[src/rtl/tpu_cmd_pkg.sv]
// Shared command format and sequencer state encoding for the TPU host command path.
package tpu_cmd_pkg;

    localparam int unsigned DEF_ADDR_WIDTH = 10;
    localparam int unsigned LEN_W          = 8;
    localparam int unsigned CMD_W          = 64;

    typedef struct packed {
        logic [DEF_ADDR_WIDTH-1:0] addr_d;
        logic [DEF_ADDR_WIDTH-1:0] addr_c;
        logic [DEF_ADDR_WIDTH-1:0] addr_b;
        logic [DEF_ADDR_WIDTH-1:0] addr_a;
        logic [LEN_W-1:0]          len_n;
        logic [LEN_W-1:0]          len_k;
        logic [LEN_W-1:0]          len_m;
    } command_t;

    typedef enum logic [1:0] {
        ST_IDLE      = 2'd0,
        ST_ISSUE     = 2'd1,
        ST_WAIT_DONE = 2'd2
    } state_e;

    // Each address field advances independently and wraps at its own width.
    function automatic command_t advance_cmd(command_t c, logic [DEF_ADDR_WIDTH-1:0] stride);
        command_t r;
        r        = c;
        r.addr_a = c.addr_a + stride;
        r.addr_b = c.addr_b + stride;
        r.addr_c = c.addr_c + stride;
        r.addr_d = c.addr_d + stride;
        return r;
    endfunction

endpackage

[src/rtl/tpu_cmd_sequencer_if.sv]
// Host descriptor port plus control_unit command/done port of the command sequencer.
interface tpu_cmd_sequencer_if #(
    parameter int unsigned ADDR_WIDTH = tpu_cmd_pkg::DEF_ADDR_WIDTH,
    parameter int unsigned BATCH_W    = 8
);
    import tpu_cmd_pkg::*;

    logic                  host_desc_valid;
    logic                  host_desc_ready;
    command_t              host_desc_cmd;
    logic [BATCH_W-1:0]    host_desc_batch;
    logic [ADDR_WIDTH-1:0] host_desc_stride;
    logic                  cmd_valid;
    logic                  cmd_ready;
    command_t              cmd_data;
    logic                  cu_done;

    // master: the sequencer; slave: host plus control_unit environment.
    modport master (
        input  host_desc_valid, host_desc_cmd, host_desc_batch, host_desc_stride,
        input  cmd_ready, cu_done,
        output host_desc_ready, cmd_valid, cmd_data
    );

    modport slave (
        output host_desc_valid, host_desc_cmd, host_desc_batch, host_desc_stride,
        output cmd_ready, cu_done,
        input  host_desc_ready, cmd_valid, cmd_data
    );

endinterface

[src/rtl/tpu_cmd_sequencer_sync_fifo.sv]
// Show-ahead synchronous FIFO; head entry is visible on rdata whenever not empty.
module sync_fifo #(
    parameter int unsigned WIDTH = 8,
    parameter int unsigned DEPTH = 4
) (
    input  logic                     clk,
    input  logic                     rst,
    input  logic                     push,
    input  logic [WIDTH-1:0]         wdata,
    input  logic                     pop,
    output logic [WIDTH-1:0]         rdata,
    output logic                     full,
    output logic                     empty,
    output logic [$clog2(DEPTH):0]   count
);

    localparam int unsigned PTR_W = $clog2(DEPTH);
    localparam int unsigned CNT_W = PTR_W + 1;

    logic [WIDTH-1:0] mem [DEPTH];
    logic [PTR_W-1:0] wr_ptr;
    logic [PTR_W-1:0] rd_ptr;
    logic             do_push;
    logic             do_pop;

    assign do_push = push && !full;
    assign do_pop  = pop && !empty;
    assign full    = (count == CNT_W'(DEPTH));
    assign empty   = (count == '0);
    assign rdata   = mem[rd_ptr];

    // Pointers wrap naturally because DEPTH is a power of two.
    always_ff @(posedge clk) begin
        if (rst) begin
            wr_ptr <= '0;
            rd_ptr <= '0;
            count  <= '0;
        end else begin
            if (do_push) wr_ptr <= wr_ptr + PTR_W'(1);
            if (do_pop)  rd_ptr <= rd_ptr + PTR_W'(1);
            case ({do_push, do_pop})
                2'b10:   count <= count + CNT_W'(1);
                2'b01:   count <= count - CNT_W'(1);
                default: count <= count;
            endcase
        end
    end

    always_ff @(posedge clk) begin
        if (do_push) mem[wr_ptr] <= wdata;
    end

endmodule

[src/rtl/tpu_cmd_sequencer.sv]
// Queues host descriptors and expands each into a strided batch of control_unit
// commands, issuing one command at a time and waiting for cu_done between them.
module tpu_cmd_sequencer
    import tpu_cmd_pkg::*;
#(
    parameter int unsigned ADDR_WIDTH = DEF_ADDR_WIDTH,
    parameter int unsigned DEPTH      = 4,
    parameter int unsigned BATCH_W    = 8
) (
    input  logic                   clk,
    input  logic                   rst,
    tpu_cmd_sequencer_if.master    bus,
    output logic [$clog2(DEPTH):0] queue_level,
    output logic                   seq_busy,
    output logic                   desc_done,
    output logic                   err_batch_zero,
    output logic                   err_stray_done
);

    localparam int unsigned ENTRY_W = CMD_W + BATCH_W + ADDR_WIDTH;

    logic [ENTRY_W-1:0]    fifo_wdata;
    logic [ENTRY_W-1:0]    fifo_rdata;
    logic                  fifo_push;
    logic                  fifo_pop;
    logic                  fifo_full;
    logic                  fifo_empty;
    logic                  desc_accept;
    command_t              head_cmd;
    logic [BATCH_W-1:0]    head_batch;
    logic [ADDR_WIDTH-1:0] head_stride;

    state_e                state_q,      state_d;
    command_t              cur_cmd_q,    cur_cmd_d;
    logic [BATCH_W-1:0]    remaining_q,  remaining_d;
    logic [ADDR_WIDTH-1:0] stride_q,     stride_d;
    logic                  cmd_valid_q,  cmd_valid_d;
    logic                  desc_done_q,  desc_done_d;
    logic                  err_bz_q,     err_bz_d;
    logic                  err_sd_q,     err_sd_d;

    // Zero-length descriptors are consumed from the host but never stored.
    assign desc_accept = bus.host_desc_valid && bus.host_desc_ready;
    assign fifo_push   = desc_accept && (bus.host_desc_batch != '0);
    assign fifo_wdata  = {bus.host_desc_cmd, bus.host_desc_batch, bus.host_desc_stride};
    assign {head_cmd, head_batch, head_stride} = fifo_rdata;

    sync_fifo #(
        .WIDTH (ENTRY_W),
        .DEPTH (DEPTH)
    ) u_desc_fifo (
        .clk   (clk),
        .rst   (rst),
        .push  (fifo_push),
        .wdata (fifo_wdata),
        .pop   (fifo_pop),
        .rdata (fifo_rdata),
        .full  (fifo_full),
        .empty (fifo_empty),
        .count (queue_level)
    );

    assign bus.host_desc_ready = !fifo_full;
    assign bus.cmd_valid       = cmd_valid_q;
    assign bus.cmd_data        = cur_cmd_q;
    assign seq_busy            = (state_q != ST_IDLE) || !fifo_empty;
    assign desc_done           = desc_done_q;
    assign err_batch_zero      = err_bz_q;
    assign err_stray_done      = err_sd_q;

    always_ff @(posedge clk) begin
        if (rst) begin
            state_q     <= ST_IDLE;
            cur_cmd_q   <= '0;
            remaining_q <= '0;
            stride_q    <= '0;
            cmd_valid_q <= 1'b0;
            desc_done_q <= 1'b0;
            err_bz_q    <= 1'b0;
            err_sd_q    <= 1'b0;
        end else begin
            state_q     <= state_d;
            cur_cmd_q   <= cur_cmd_d;
            remaining_q <= remaining_d;
            stride_q    <= stride_d;
            cmd_valid_q <= cmd_valid_d;
            desc_done_q <= desc_done_d;
            err_bz_q    <= err_bz_d;
            err_sd_q    <= err_sd_d;
        end
    end

    // cmd_valid is registered from the ISSUE state, so it rises one edge after entry.
    always_comb begin
        state_d     = state_q;
        cur_cmd_d   = cur_cmd_q;
        remaining_d = remaining_q;
        stride_d    = stride_q;
        cmd_valid_d = 1'b0;
        desc_done_d = 1'b0;
        err_bz_d    = desc_accept && (bus.host_desc_batch == '0);
        err_sd_d    = bus.cu_done;
        fifo_pop    = 1'b0;

        case (state_q)
            ST_IDLE: begin
                if (!fifo_empty) begin
                    fifo_pop    = 1'b1;
                    cur_cmd_d   = head_cmd;
                    remaining_d = head_batch;
                    stride_d    = head_stride;
                    state_d     = ST_ISSUE;
                end
            end
            ST_ISSUE: begin
                if (cmd_valid_q && bus.cmd_ready) begin
                    state_d = ST_WAIT_DONE;
                end else begin
                    cmd_valid_d = 1'b1;
                end
            end
            ST_WAIT_DONE: begin
                err_sd_d = 1'b0;
                if (bus.cu_done) begin
                    if (remaining_q > BATCH_W'(1)) begin
                        cur_cmd_d   = advance_cmd(cur_cmd_q, DEF_ADDR_WIDTH'(stride_q));
                        remaining_d = remaining_q - BATCH_W'(1);
                        state_d     = ST_ISSUE;
                    end else begin
                        desc_done_d = 1'b1;
                        state_d     = ST_IDLE;
                    end
                end
            end
            default: state_d = ST_IDLE;
        endcase
    end

endmodule

[src/flat_wrapper.sv]
// flat-port wrapper written by rule: the top's interface ports become plain ports
module tpu_cmd_sequencer_flat import tpu_cmd_pkg::*;
#(
    parameter int unsigned ADDR_WIDTH = DEF_ADDR_WIDTH,
    parameter int unsigned DEPTH      = 4,
    parameter int unsigned BATCH_W    = 8
)
  (clk, rst, queue_level, seq_busy, desc_done, err_batch_zero, err_stray_done, bus_host_desc_valid, bus_host_desc_cmd, bus_host_desc_batch, bus_host_desc_stride, bus_cmd_ready, bus_cu_done, bus_host_desc_ready, bus_cmd_valid, bus_cmd_data);
  tpu_cmd_sequencer_if #(.ADDR_WIDTH(ADDR_WIDTH), .BATCH_W(BATCH_W)) bus_i ();
  input  logic clk;
  input  logic rst;
  output logic [$clog2(DEPTH):0] queue_level;
  output logic seq_busy;
  output logic desc_done;
  output logic err_batch_zero;
  output logic err_stray_done;
  input wire logic [$bits(bus_i.host_desc_valid)-1:0] bus_host_desc_valid;
  input wire logic [$bits(bus_i.host_desc_cmd)-1:0] bus_host_desc_cmd;
  input wire logic [$bits(bus_i.host_desc_batch)-1:0] bus_host_desc_batch;
  input wire logic [$bits(bus_i.host_desc_stride)-1:0] bus_host_desc_stride;
  input wire logic [$bits(bus_i.cmd_ready)-1:0] bus_cmd_ready;
  input wire logic [$bits(bus_i.cu_done)-1:0] bus_cu_done;
  output wire logic [$bits(bus_i.host_desc_ready)-1:0] bus_host_desc_ready;
  output wire logic [$bits(bus_i.cmd_valid)-1:0] bus_cmd_valid;
  output wire logic [$bits(bus_i.cmd_data)-1:0] bus_cmd_data;
  assign bus_i.host_desc_valid = bus_host_desc_valid;
  assign bus_i.host_desc_cmd = bus_host_desc_cmd;
  assign bus_i.host_desc_batch = bus_host_desc_batch;
  assign bus_i.host_desc_stride = bus_host_desc_stride;
  assign bus_i.cmd_ready = bus_cmd_ready;
  assign bus_i.cu_done = bus_cu_done;
  assign bus_host_desc_ready = bus_i.host_desc_ready;
  assign bus_cmd_valid = bus_i.cmd_valid;
  assign bus_cmd_data = bus_i.cmd_data;
  tpu_cmd_sequencer #(.ADDR_WIDTH(ADDR_WIDTH), .DEPTH(DEPTH), .BATCH_W(BATCH_W)) u_core (.clk(clk), .rst(rst), .bus(bus_i), .queue_level(queue_level), .seq_busy(seq_busy), .desc_done(desc_done), .err_batch_zero(err_batch_zero), .err_stray_done(err_stray_done));
endmodule
[config.mk]
export PLATFORM = sky130hd
export DESIGN_NAME = tpu_cmd_sequencer_flat
export DESIGN_NICKNAME = d
export VERILOG_FILES = /design/src/rtl/tpu_cmd_pkg.sv /design/src/rtl/tpu_cmd_sequencer_if.sv /design/src/rtl/tpu_cmd_sequencer_sync_fifo.sv /design/src/rtl/tpu_cmd_sequencer.sv /design/src/flat_wrapper.sv
export SDC_FILE = /design/constraint.sdc
export NUM_CORES = 1
export LEC_CHECK = 0
export ABC_AREA = 0
export BUFFER_PORTS_ARGS = -buffer_cell sky130_fd_sc_hd__buf_4
export CORE_MARGIN = 4
export CORE_UTILIZATION = 40
export DETAILED_ROUTE_END_ITERATION = 10
export PLACE_DENSITY_LB_ADDON = 0.2
export SKIP_LAST_GASP = 1
export SYNTH_ARGS = -nofsm -noshare
export SYNTH_HDL_FRONTEND = slang
export SYNTH_SLANG_ARGS = --single-unit
[constraint.sdc]
create_clock -name clk -period 3.8 [get_ports clk]
set_clock_uncertainty 0.2 [all_clocks]
set_input_delay 0.76 -clock clk [delete_from_list [all_inputs] [get_ports clk]]
set_output_delay 0.76 -clock clk [all_outputs]
set_load 0.01 [all_outputs]
# == Word level (Yosys, flattened, before mapping) ==
# Memories as Yosys holds them, arrays and structs flattened. A register that Yosys moved wholly into a read port is not among the register bits.
# Index checks and enable logic that the tools add are counted.
# word_totals
word_cells,86
ff_bits,95
out_inout_bits,73
input_bits,87
ram_bits,328
memories,1
# memory_table
name,words,width,read_ports,rd_clocked_by_memory_dff,wr,line,text
u_core.u_desc_fifo.mem,4,82,1,1,1,tpu_cmd_sequencer_sync_fifo.sv:20,logic [WIDTH-1:0] mem [DEPTH];
# classes
n_reduce_logical,23
n_addsub,9
bitwise,4
order_cmp,1
n_mux,22
n_eq_ne,9
# op_table
cell,count
64-bit two-way mux,3
64-bit one-hot mux with 2 select lines,1
10-bit adder,4
8-bit two-way mux,3
8-bit one-hot mux with 2 select lines,1
2-bit two-way mux,5
"8-bit by 1-bit greater-than comparator with 1-bit output, second input constant",1
8-bit zero test,1
8-bit nonzero test,1
"8-bit by 1-bit subtractor with 8-bit output, second input constant",1
1-bit two-way mux,7
1-bit logical AND,6
2-bit one-hot mux with 3 select lines,1
3-bit one-hot mux with 2 select lines,1
3-bit AND reduction,2
2-bit nonzero test,3
"2-bit by 1-bit adder with 2-bit output, second input constant",2
"2-bit by 1-bit == test with 1-bit output, second input constant",2
"2-bit == test, second input constant",2
"2-bit by 1-bit inequality test with 1-bit output, second input constant",2
"2-bit inequality test, second input constant",2
1-bit NOT,4
4-bit AND reduction,1
2-bit OR reduction,2
9 further kinds,10

# == Logic depth before layout (Yosys ltp) ==
# Gate-level depths: netlist of the first run.
# logic_depth
ltp_word,7
mapped_depth,12
ltp_nobuf,10

# == Hierarchy ==
# From an unflattened synthesis of the first run, not the netlist that was laid out.
# unflattened
cells_unflattened,1154
hier_area_um2,17774.5
# modules_own_cells
module,area_per_inst_um2,n_inst,cells_each,seq_area_each_um2
sync_fifo,12390.6,1,482,10029.6
tpu_cmd_sequencer,5383.9,1,672,1761.7

# == Worst setup path after synthesis of the first run ==
# Ideal clock, no wire load.
# synth_path
path_type,input -> register
startpoint,input bus_host_desc_batch[0]
endpoint,"memory u_core.u_desc_fifo.mem[1][0] (netlist bit), enable pin"
cell_stages,5
t_arrival_ns,3.175
n_path_buf,1
required_time_ns,3.151
path_slack_ns,-0.024
setup_time_ns,0.449
path_cell_list,nor4_1 > nand2_1 > and3_1 > clkbuf_1 > and2_1
# synth_via
elab_chain_len,5
# synth_rtl
item,line,text
from (decl),flat_wrapper.sv:19,input wire logic [$bits(bus_i.host_desc_batch)-1:0] bus_host_desc_batch;
8-bit nonzero test,tpu_cmd_sequencer.sv:44,assign fifo_push = desc_accept && (bus.host_desc_batch != '0);
1-bit logical AND,tpu_cmd_sequencer.sv:44,
1-bit logical AND,tpu_cmd_sequencer_sync_fifo.sv:26,assign do_push = push && !full;
1-bit two-way mux,tpu_cmd_sequencer_sync_fifo.sv:50,if (do_push) mem[wr_ptr] <= wdata;
1-bit two-way mux (implied by the code),tpu_cmd_sequencer_sync_fifo.sv:50,
to (decl),tpu_cmd_sequencer_sync_fifo.sv:20,
# Every way passes these cells.

# == Worst setup path after layout of the first run ==
# layout_path
startpoint,input bus_host_desc_batch[5]
endpoint,register u_core.u_desc_fifo.count[2]
# layout_via
elab_chain_len,5
elab_cells_between_ends,7
classes_between,eq/ne (2); mux (1); reduce/logical (4)
# layout_rtl
item,line,text
8-bit nonzero test *,tpu_cmd_sequencer.sv:44,
1-bit logical AND *,tpu_cmd_sequencer.sv:44,
1-bit logical AND *,tpu_cmd_sequencer_sync_fifo.sv:26,
2-bit by 1-bit == test with 1-bit output / 2-bit == test (equally long branches),tpu_cmd_sequencer_sync_fifo.sv:41,"case ({do_push, do_pop})"
3-bit one-hot mux with 2 select lines / 2-bit nonzero test (equally long branches),n/a,
to (signal assigned),tpu_cmd_sequencer_sync_fifo.sv:42,2'b10: count <= count + CNT_W'(1);
to (signal assigned),tpu_cmd_sequencer_sync_fifo.sv:43,2'b01: count <= count - CNT_W'(1);
to (signal assigned),tpu_cmd_sequencer_sync_fifo.sv:44,default: count <= count;
to (decl),tpu_cmd_sequencer_sync_fifo.sv:14,output logic [$clog2(DEPTH):0] count
# Every way passes the cells marked *; elsewhere a longest branch is shown, timed or not.
# A chain may end at the register's enable or synchronous reset.

==> results of run 1 <==
## stage by stage
stage                     power [W]  util, %  instances
after floorplan             0.00996        -       1167
after global placement       0.0118     45.4       1881
after detailed placement     0.0119     45.4       1881
after CTS                    0.0165     48.9       1965
after global routing         0.0172     48.9       1965
final                        0.0163     48.9       1966
## layer usage
layer  GRT usage (%)  up-vias  part of all wire, %
li1                -     4911                    -
met1            23.1     5214                   43
met4            5.46        2                  2.5
met3            3.84       68                  5.4
met2            29.2      239                   49
met5               0        -                0.031
## cell families (layout without fill, tap and decap cells)
family / after synthesis / count (layout)
buf+inv: 83 / 296
mux: 90 / 90
other cells: 0 / 1
xor+xnor: 15 / 15
compound gates: 210 / 210
simple gates: 296 / 296
fa+ha+maj: 48 / 48
flops: 425 / 425
## cells in the final DEF, fill, tap and decap left out, drive strengths merged, types with 13 or more instances in the layout
cell type / synthesis / final
a311oi: 13 / 13
a21oi: 76 / 76
mux4: 82 / 82
nor2: 69 / 69
o21ai: 34 / 34
nand2: 121 / 121
inv: 21 / 23
clkinv: 0 / 17
a211oi: 33 / 33
nor3: 23 / 23
nor2b: 13 / 13
dfxtp: 97 / 97
buf: 25 / 191
clkbuf: 37 / 57
edfxtp: 328 / 328
nand3: 15 / 15
ha: 43 / 43
## cell type report
class / instances / area share (%)
clock inverter: 27 / 1.38
clock buffer: 57 / 5.80
tap: 585 / 3.44
timing repair buffer: 191 / 7.27
antenna: 1 / 0.0118
multi-input combinational: 659 / 26.2
sequential: 425 / 55.5
inverter: 21 / 0.371
## power by group
part / total [W] / switching, W / internal [W]
logic: 0.00523 / 0.00297 / 0.00226
registers: 0.00651 / 0.000659 / 0.00585
clock network: 0.00452 / 0.00181 / 0.00271
total: 0.0163 / 0.00543 / 0.0108
## cell usage after synthesis, types with 12 or more instances
| cell | instances |
|---|---|
| a211oi_1 | 21 |
| a211oi_2 | 12 |
| a21oi_1 | 68 |
| a311oi_1 | 13 |
| clkbuf_1 | 37 |
| dfxtp_1 | 97 |
| edfxtp_1 | 328 |
| ha_1 | 43 |
| inv_1 | 20 |
| mux4_2 | 82 |
| nand2_1 | 120 |
| nand3_1 | 15 |
| nor2_1 | 69 |
| nor2b_1 | 13 |
| nor3_1 | 20 |
| o21ai_0 | 30 |
## final timing paths
path,start,endpoint,slack [ns],cells past startpoint
min,bus_host_desc_stride[8],u_core.u_desc_fifo.mem[1][8]$_DFFE_PP_,0.19,1
max,bus_host_desc_batch[5],u_core.u_desc_fifo.count[2]$_SDFFE_PP0P_,1.03,11
max reg2reg,u_core.stride_q[0]$_SDFFE_PP0P_,u_core.bus.cmd_data[60]$_SDFFE_PP0P_,1.13,7
min reg2reg,u_core.bus.cmd_data[2]$_SDFFE_PP0P_,u_core.bus.cmd_data[2]$_SDFFE_PP0P_,0.26,2
## sequential cells by signal, summed over array words and instances (netlist names), named ones only
signal and cells:
u_core.bus.cmd_valid 1, u_core.err_stray_done 1, u_core.remaining_q 8, u_core.err_batch_zero 1, u_core.bus.cmd_data 64, u_core.u_desc_fifo.count 3
u_core.stride_q 10, u_core.desc_done 1, u_core.state_q 2, u_core.u_desc_fifo.wr_ptr 2, u_core.u_desc_fifo.rd_ptr 2, u_core.u_desc_fifo.mem 328
## worst max-delay path: cells and delay by family
family / cells / cell delay [ns]
buffers and inverters: 3 / 0.28
AND/OR/NAND/NOR: 4 / 1.16
AO/OA/AOI/OAI: 1 / 0.14
adder cells (fa/ha/maj): 2 / 0.55
XOR/XNOR: 1 / 0.16
==> results.yml, run 1 <==
logic_synthesis:
  synth_mux_area_share_pct: 10.9
  yosysTopAreaCellShare_pct: 55.6
  synthXorXnorAreaFrac_pct: 0.742
  synth_adder_area_share_pct: 3.60
  synth_edf_count: 328
  synth.distinct_cells: 69
  syn_nets: 1302
  synth_compound_area_share_pct: 8.09
  yosys.area.top_type: "edfxtp_1"
  netlist_instances: 1167
  ys_ff_latch: 425
  synth_ff_type: "edfxtp_1"
  yosysWarnings: 0
  synth_async_sr_flop_share_pct: 0
  post_synth.cell_area_avg_um2: 15.2
  synthTopCellsByArea: "edfxtp_1 56%, dfxtp_1 11%, mux4_2 10%"
  seq_area_frac_synth_pct: 66.6
  synth_top_family_by_area: "multiplexers"
  synthesis.area_um2: 17700
  synthSimpleGateAreaFrac_pct: 8.05
drt:
  wl_per_cell_um: 21.3
  drt_iter0_drc: 754
  drtAntennaViolNets: 0
  dr.pass1.iters: 4
  drc: 0
  vias: 10400
  viasPerCell: 5.31
  routed_wl_um: 41800
pwr:
  power_density_nw_per_um2: 765
  power_leakage_nw: 7.44
  ir_drop_mv: 0.413
worst_hold_path:
  min_path_type: "in -> reg"
clock_tree:
  clock_latency_ns: 0.56
  cts_max_level: 2
  cts_tree: "done"
  cts_root_buffer: "clkbuf_16"
  postCtsSetupRepairBufs: 0
  cts.clk_slew.worst_paths_ns: 0.06
  cts_buffer_depth: 3
  cts_sinks: 425
  cts_resized: 0
  cts-buffers-inserted: 46
  ctsHoldBuffers: 0
global_route:
  grt_max_degree: 52
  antenna_found_initial: 2
  grt_use_total_pct: 17.5
  grt_pass1_vias: 10800
  overflow: 0
  grt_pass1_wl_um: 64000
placement:
  hpwl_um: 27800
  dpl_cell_area_um2: 19700
  io_buffers: 159
  place_congestion: 0.809
  dp_slack_ns: 0.444
timing:
  setup_tns_ns: 0
  min_period_ns: 2.77
  hold_ws_ns: 0.191
  max_freq_mhz: 361
  finalCritPeriodShare_pct: 72.9
  worst_slack_ns: 1.03
  final_hold_viol_count: 0
  relSlewSlack_pct: 48.3
  finalSetupViolCount: 0
  slew_violations: 0
  tightest_slew_ns: 0.771
  grt_setup_unrepaired: "no"
floorplanning:
  fp.dieW_um: 218
  die_h_um: 218
  start_util_pct: 40.8
  dieArea_um2: 47700
  ios: 160
  rows: 76
  core_um2: 43500
layout:
  area.growth.synth_to_final_pct: 20.1
  fillCellCount: 3746
  drive_gt1_share_pct: 27.8
  multiInputGateArea_um2: 5580
  final_area_um2: 21300
  seqCellArea_um2: 11800
  nets: 1479
critical_path:
  cp_slowest_cell: "fa_1"
  arrival_ns: 3.06
  cp_slowest_stage_delay_ns: 0.37
  required_ns: 4.09
  crit_type: "in -> reg"
  cpMostUsedCell: "inv_1"
  cp_max_fo: 7
  crit_path_end_kind: "register"
  worstPathCellList: "buf_4 -> nor4_1 -> nand2_1 -> and3_1 -> inv_1 -> ha_1 -> inv_1 -> fa_1 -> xor2_1 -> or3_1 -> a21oi_1"
  worstSetupStartpointType: "input port"
run_status:
  status: "complete, no violations"
flow_run:
  cap_violations: 0
Note: power is estimated with default switching activity, not from simulation.
==> inputs of run 2 (changes only) <==
==> constraint.sdc (replaced) <==
create_clock -name clk -period 2.7 [get_ports clk]
set_clock_uncertainty 0.2 [all_clocks]
set_input_delay 0.54 -clock clk [delete_from_list [all_inputs] [get_ports clk]]
set_output_delay 0.54 -clock clk [all_outputs]
set_load 0.01 [all_outputs]
==> run 2 against run 1 <==
Sequential share of layout area decreased by 2.7 points. Register-to-register slack got worse by 0.99 ns. Clock power increased by 42%. Via count increased by 4.1%. Critical path type is now reg -> reg. Critical endpoint is now u_core.bus.cmd_data[60]$_SDFFE_PP0P_. Combinational power increased by 51%. Total power increased by 44%. Clock-buffer cell count increased by 6. Flip-flop and latch count unchanged. Final area increased by 5.1%.
==> results.yml, run 2 (synthesis gave the netlist of run 1 again) <==
layout:
  post-route-util_pct: 51.4
  largest_reg_flops: 328
  seqCellArea_um2: 11800
  area.growth.synth_to_final_pct: 26.2
  drive_gt1_share_pct: 27.8
  multiInputGateArea_um2: 5590
  mostFrequentLayoutCell: "edfxtp_1"
  nets: 1578
  final_cell_mix: "328 x edfxtp_1, 198 x buf_4, 120 x nand2_1"
  fillCellCount: 3677
  top_register: "u_core.u_desc_fifo.mem"
global_route:
  met1_usage_pct: 24.1
  grt_max_degree: 98
  overflow: 0
  grtUsageMet2_pct: 29.8
  grt_use_total_pct: 17.8
  top_usage_layer: "met2"
  use_met3_pct: 3.14
  antenna_found_initial: 4
  grt_pass1_wl_um: 65200
  grt_pass1_vias: 11100
floorplanning:
  dieArea_um2: 47700
  ios: 160
  rows: 76
  die_h_um: 218
  fp.dieW_um: 218
  start_util_pct: 40.8
  core_um2: 43500
critical_path:
  reg2reg_depth: 7
  crit_type: "reg -> reg"
  crit_path_end_kind: "register"
  arrival_ns: 2.84
  worstSetupStartpointType: "register"
  required_ns: 2.98
  cp_max_fo: 3
drt:
  vias: 10900
  drt_iter0_drc: 591
  drc: 0
  routed_wl_um: 42600
  drtAntennaViolNets: 0
  wl_per_cell_um: 20.6
  dr.pass1.iters: 4
  viasPerCell: 5.26
timing:
  hold_ws_ns: 0.0406
  setup_tns_ns: 0
  relSlewSlack_pct: 63.4
  slew_violations: 0
  max_freq_mhz: 391
  min_period_ns: 2.56
  tightest_slew_ns: 0.548
  grt_setup_unrepaired: "no"
  worst_slack_ns: 0.143
  final_hold_viol_count: 0
  finalSetupViolCount: 0
  finalCritPeriodShare_pct: 94.7
flow_run:
  cap_violations: 0
clock_tree:
  cts_sinks: 425
  cts_max_level: 2
  cts_tree: "done"
  clock_latency_ns: 0.57
  cts-buffers-inserted: 45
  cts.clk_slew.worst_paths_ns: 0.06
  postCtsSetupRepairBufs: 0
  cts_root_buffer: "clkbuf_16"
  cts_buffer_depth: 3
pwr:
  p_switching_w: 0.00775
  internal_power_w: 0.0157
  p_clk_share_pct: 27.4
  ir_drop_mv: 0.748
  swShare_pct: 33.1
  power_leakage_nw: 7.93
  power_frac_seq_pct: 38.8
  power_density_nw_per_um2: 1050
  total_power_w: 0.0234
  combPwrFrac_pct: 33.8
run_status:
  status: "complete, no violations"
worst_hold_path:
  whs_path_depth: 3
  min_path_type: "in -> reg"
placement:
  hpwl_um: 28200
  io_buffers: 159
  dp_slack_ns: -0.191
  place_congestion: 0.843
[run 2: layer usage]
metal,wire (um),vias up
met5,13,-
met1,19000,5485
li1,-,5098
met2,20800,224
met3,1880,54
met4,869,2
[run 2: worst max-delay path, cell delays in order (launching register included)]
cell      delay, ns
dfxtp_1        0.33
ha_1           0.23
fa_1           0.41
nand3_1        0.13
a21boi_0       0.12
or4b_2         0.62
a31o_2         0.27
a211oi_2       0.16
[run 2: area by class of cell]
type / instances / area share (%)
Antenna cell: 3 / 0.0336
Clock buffer: 63 / 5.75
Clock inverter: 20 / 1.16
Inverter: 21 / 0.353
Multi-Input combinational cell: 659 / 25.0
Sequential cell: 425 / 52.8
Tap cell: 585 / 3.27
Timing Repair Buffer: 291 / 11.7
[run 2: worst paths after layout]
check	slack, ns	start	end
setup / recovery	0.14	u_core.bus.cmd_data[54]$_SDFFE_PP0P_	u_core.bus.cmd_data[60]$_SDFFE_PP0P_
hold / removal	0.04	bus_host_desc_valid	u_core.err_batch_zero$_SDFF_PP0_
setup reg to reg	0.14	u_core.bus.cmd_data[54]$_SDFFE_PP0P_	u_core.bus.cmd_data[60]$_SDFFE_PP0P_
hold reg to reg	0.25	u_core.bus.cmd_data[3]$_SDFFE_PP0P_	u_core.bus.cmd_data[3]$_SDFFE_PP0P_
[run 2: power by group through the flow]
stage	clock [W]	sequential [W]	combinational [W]
5_1_grt	0.00687	0.00921	0.00871
3_3_place_gp	0	0.00919	0.00782
2_1_floorplan	0	0.00907	0.00495
4_1_cts	0.00659	0.00909	0.00802
3_5_place_dp	0	0.00923	0.00790
6_report	0.00642	0.00908	0.00791
[run 2: timing repair]
action | 4_1_cts | 5_1_grt
endpoints found under the hold margin | 296 | 0
resized for setup | 0 | 1
hold buffers | 74 | 0
setup endpoints to repair | 0 | 1
[run 2: per-stage QoR]
stage	std cells	area, um^2
4_1_cts	2064	22300
2_1_floorplan	1167	17700
3_5_place_dp	1907	20100
3_3_place_gp	1907	20100
5_1_grt	2067	22400
6_report	2067	22400
